**config.mk**
```make
export PLATFORM = sky130hd
export DESIGN_NAME = hc_85
export DESIGN_NICKNAME = d
export VERILOG_FILES = /design/src/rtl/hc_85.sv
export SDC_FILE = /design/constraint.sdc
export NUM_CORES = 1
export LEC_CHECK = 0
export CORE_AREA = 5 5 42 44
export CTS_CLUSTER_DIAMETER = 50
export DETAILED_ROUTE_END_ITERATION = 6
export DIE_AREA = 0 0 47 49
export PLACE_DENSITY_LB_ADDON = 0.08
export SLEW_MARGIN = 30
export SYNTH_ARGS = -nofsm -noshare
export SYNTH_HDL_FRONTEND = slang
export SYNTH_SLANG_ARGS = --single-unit
```
**constraint.sdc**
```tcl
create_clock -name clk -period 0.8 [get_ports clk]
set_input_delay 0.16 -clock clk [delete_from_list [all_inputs] [get_ports clk]]
set_output_delay 0.16 -clock clk [all_outputs]
set_load 0.05 [all_outputs]
```
**src/rtl/hc_85.sv**
```systemverilog
// hc_85: registered 4-bit magnitude comparator with cascade inputs.
// Several instances chain into wider comparators. The less-significant
// stage feeds I1/I2/I3, and these decide the result only when A equals B.
module hc_85 (
  input  logic clk,
  input  logic rst,
  input  logic A3,
  input  logic A2,
  input  logic A1,
  input  logic A0,
  input  logic B3,
  input  logic B2,
  input  logic B1,
  input  logic B0,
  input  logic I1,
  input  logic I2,
  input  logic I3,
  output logic Q1,
  output logic Q2,
  output logic Q3
);

  logic [3:0] w_a;
  logic [3:0] w_b;
  logic       w_gt;
  logic       w_lt;
  logic       w_eq;
  logic       w_q1;
  logic       w_q2;
  logic       w_q3;
  logic       r_q1;
  logic       r_q2;
  logic       r_q3;

  assign w_a = {A3, A2, A1, A0};
  assign w_b = {B3, B2, B1, B0};

  // Unsigned magnitude compare: the most significant differing bit decides.
  always_comb begin
    w_gt = (w_a > w_b);
    w_lt = (w_a < w_b);
    w_eq = (w_a == w_b);
  end

  // Cascade resolution when the operands are equal.
  // The cascade truth table is written as AND/OR terms rather than an
  // if/else chain. An if/else chain would send an unknown cascade input
  // down the else branch. These terms let an X on I1..I3 reach the
  // outputs when w_eq is set. When w_eq is clear, the AND with w_eq
  // forces the cascade terms to 0, so X on I1..I3 has no effect.
  //   I2=1            -> 0/1/0
  //   I2=0 I1=1 I3=0  -> 1/0/0
  //   I2=0 I1=0 I3=1  -> 0/0/1
  //   I2=0 I1=1 I3=1  -> 0/0/0
  //   I2=0 I1=0 I3=0  -> 1/0/1
  always_comb begin
    w_q1 = w_gt | (w_eq & ~I2 & ~I3);
    w_q2 = w_eq & I2;
    w_q3 = w_lt | (w_eq & ~I2 & ~I1);
  end

  // Output register with asynchronous clear.
  always_ff @(posedge clk or posedge rst) begin
    if (rst) begin
      r_q1 <= 1'b0;
      r_q2 <= 1'b0;
      r_q3 <= 1'b0;
    end else begin
      r_q1 <= w_q1;
      r_q2 <= w_q2;
      r_q3 <= w_q3;
    end
  end

  assign Q1 = r_q1;
  assign Q2 = r_q2;
  assign Q3 = r_q3;

endmodule

```
Word level (Yosys, flattened, before mapping) --
Index checks and enable logic that the tools add are counted.
Word-level totals: register bits after elaboration 3, output and inout port bits 3, logic and storage cells 15
Cells by class: $lt $le $gt $ge 2, equality and inequality tests 1, bitwise gates (word level) 9
Operators with widths (number):
- $and 1x1->1 | 4
- $eq 4x4->1 | 1
- $gt 4x4->1 | 1
- $lt 4x4->1 | 1
- $not 1->1 | 3
- $or 1x1->1 | 2

Depth between registers and ports, before layout --
depth after elaboration 4, gate-level depth with buffers 5, gate-level depth less buffers 5

Least setup slack after synthesis --
Ideal clock, no wire load.
path type input port to flip-flop, start input port A0, end register r_q1, in the netlist Q1, arrival time 0.956 ns, required time 0.673 ns, setup slack -0.283 ns, stages on the path 5, buffers on the path 0, cell sequence inv_1 > ha_1 > or3b_1 > o2111ai_1 > a21oi_1
On the way: cells in the longest elaborated chain, start to end 4, elaborated cells between the ends (all ways) 5, classes of those cells 1 x order compare; 1 x eq/ne; 3 x bitwise
Ends and longest elaborated chain:
- from (decl) | line 10 | input logic A0,
- $eq 4x4->1 | line 42 | w_eq = (w_a == w_b);
- $and 1x1->1 (2 in a row) | line 57 | w_q1 = w_gt | (w_eq & ~I2 & ~I3);
- $or 1x1->1 (*) | line 57
- via w_q1 | line 28 | logic w_q1;
- to (signal assigned) | line 69 | r_q1 <= w_q1;
- to (decl) | line 31 | logic r_q1;
Mark *: on every way through the listed nets, which the timed path passes. The rest lies on a longest branch.

Worst setup path in the final report --
start register r_q1, in the netlist Q1, end output port Q1
RTL lines:
- to (decl) | line 18 | output logic Q1,
No word-level cell between the ends.

==> results by group <==
Status
  – Status: complete, but fails checks
  – Failing checks: negative setup slack

Timing
  – Max transition margin: 0.900
  – Final setup viols: 4
  – Slew Viols, Final: 0
  – Fmax: 1070 MHz
  – Setup tns final: -0.509 ns
  – Post-route minimum period: 0.937 ns
  – Final Hold Vio Count: 0
  – Worst slew pin tran: 0.150 ns
  – RSZ-0062 raised after global routing: true
  – Setup WS post-layout: -0.137 ns
  – Fin crit share: 1.17

Die
  – Die Span X: 47 um
  – Core box area: 0.00140 mm2
  – Starting Density: 0.156
  – Die Span Y: 49 um
  – # rows: 14
  – Die ar.: 0.00230 mm2
  – IO Pins: 16

GRT
  – Total congestion overflow: 0
  – Initial antenna violation count: 0
  – Global-route wire length before repair: 993 um
  – Gr usage total: 0.0677
  – Number of global-route vias before repair: 266
  – Largest net degree at the start of global routing: 5

Yosys
  – Warnings, synthesis: 0
  – Synth top area share: 0.343
  – Post-Syn Area: 219 um2
  – Seq/Total Area, Yosys: 0.343
  – FF+latch count, synth: 3
  – Commonest cells in the netlist: 6 x inv_1, 4 x ha_1, 3 x dfrtp_1, 3 x nor2_1, 2 x a21oi_1
  – Syn Nets: 42
  – EDFF count, synth: 0
  – Most frequent cell after synthesis: inv_1
  – Syn Area/Cell: 8.76 um2
  – Area contributors post-synth: dfrtp_1 34%, ha_1 23%, inv_1 10%
  – Netlist cell types: 12
  – Fraction of registers with async set/reset: 1.00
  – Syn Inst Count: 25
  – Post-synth top area cell: dfrtp_1
  – Synth Flop Type: dfrtp_1

Critical path
  – Slowest CP cell: dfrtp_1
  – Kind of critical path: reg -> out
  – Max FO, Critical Path: 1
  – Critical Path, Cell by Cell: buf_12
  – Startpoint types: flip-flop
  – Critical Path Sink Type: output pin
  – Family with the most delay on the worst path: flip-flops
  – Critical Path AT: 0.78 ns
  – Bufs and invs on worst path: 1
  – CP Data Required Time: 0.64 ns
  – CP peak stage delay: 0.39 ns

Placed design
  – RD Place Congestion: 0.630
  – DPL Wire Length: 464 um
  – I/O Buffers: 15
  – Dpl ws: -0.797 ns
  – Cells after DPL: 58

Detailed routing
  – DR vias/cell: 4.02
  – Initial drt markers: 0
  – Post-route ant nets: 0
  – Drt total wl: 583 um
  – Pre-antenna DRT Iters: 1
  – Vias: 249
  – Post-route DRC: 0
  – DR WL/cell: 9.40 um

Finish
  – Share of cells above drive strength 1: 0.587
  – Area Growth Syn to Fin: 141%
  – ANT cells: 0
  – Final nets: 64
  – Post-Layout Cell Count: 62

Job
  – Max capacitance violation total: 0

Clock tree
  – Post-CTS Setup Bufs: 0
  – Clk pin slew, worst setup/hold paths: 0.04 ns
  – Hold_buf cts: 0
  – Cts bufs inserted: 3
  – Root Driver: clkbuf_4
  – H-tree depth: 1
  – CTS tree: yes
  – CTS sink count: 3
  – CTS max path bufs: 2

Hold path
  – Min-Delay Path Class: in -> async

Power and ir drop
  – Power per cell area: 1440 mW/mm2
  – Maximum VDD drop: 0.000349 V
  – P_leak: 0.234 nW
[cells in the final DEF, fill, tap and decap left out]
cell type and instances:
o211ai_1 1, buf_8 1, clkbuf_1 1, a21o_1 1, buf_2 3, nand4_1 1, buf_12 3, o2111ai_2 1
or3b_4 1, buf_6 4, inv_6 1, dfrtp_1 3, nor2_1 3, inv_2 2, clkdlybuf4s50_1 4, inv_1 2
clkbuf_4 3, inv_4 1, nor3_2 1, nor2b_1 1, a21oi_1 2, ha_4 4, buf_4 2
[repair_timing]
item | CTS | global route
gates resized for setup | 42 | 4
pin swaps | 9 | 2
setup endpoints to repair | 6 | 5
[where the power goes]
part	switching (W)	internal, W	total [W]
Clock	0.0000852	0.000187	0.000273
Combinational	0.000132	0.000173	0.000305
Sequential	0.0000121	0.000168	0.000180
Total	0.000229	0.000529	0.000758
[sequential cells by signal (all words and copies together) (netlist names)]
| signal | count |
|---|---|
| Q1 | 1 |
| Q2 | 1 |
| Q3 | 1 |
[cells by family (layout without fill, tap and decap cells)]
family | after synthesis | after routing | synth area share
flip-flops | 3 | 3 | 0.343
buffers and inverters | 6 | 27 | 0.103
adder cells (fa/ha/maj) | 4 | 4 | 0.229
AND/OR/NAND/NOR | 7 | 7 | 0.171
AO/OA/AOI/OAI | 5 | 5 | 0.154
[layout make-up]
type                       count  area [um2]
fill                         147         875
timing repair buffer          17         190
multi-input combinational     16         185
sequential                     3        75.1
inverter                       6        30.0
clock buffer                   4        26.3
tap                           16        20.0
[worst paths after layout]
check / depth (start not counted) / from / to / slack [ns]
setup / recovery: 1 / Q1 / Q1 / -0.14
hold / removal: 2 / rst / Q3 / 0.09
max in group asynchronous: 2 / rst / Q1 / 0.59
min in group clk: 4 / A2 / Q1 / 0.36
[per-stage QoR]
step           area [um2]  total power [W]  hold slack [ns]  utilization
3_3_place_gp          452         0.000451            0.338        0.322
2_1_floorplan         236         0.000295          -0.0864            -
3_5_place_dp          452         0.000452            0.335        0.322
6_report              527         0.000758           0.0880        0.376
4_1_cts               512         0.000762           0.0856        0.365
5_1_grt               527         0.000818           0.0907        0.376
[layer usage]
layer	up-vias	GRT usage	part of all wire
met3	3	0.0221	0.069
li1	126	-	-
met2	10	0.0950	0.59
met4	0	0.111	0.055
met5	-	0	0
met1	110	0.0529	0.28
Power figures use the tool's default switching activity.
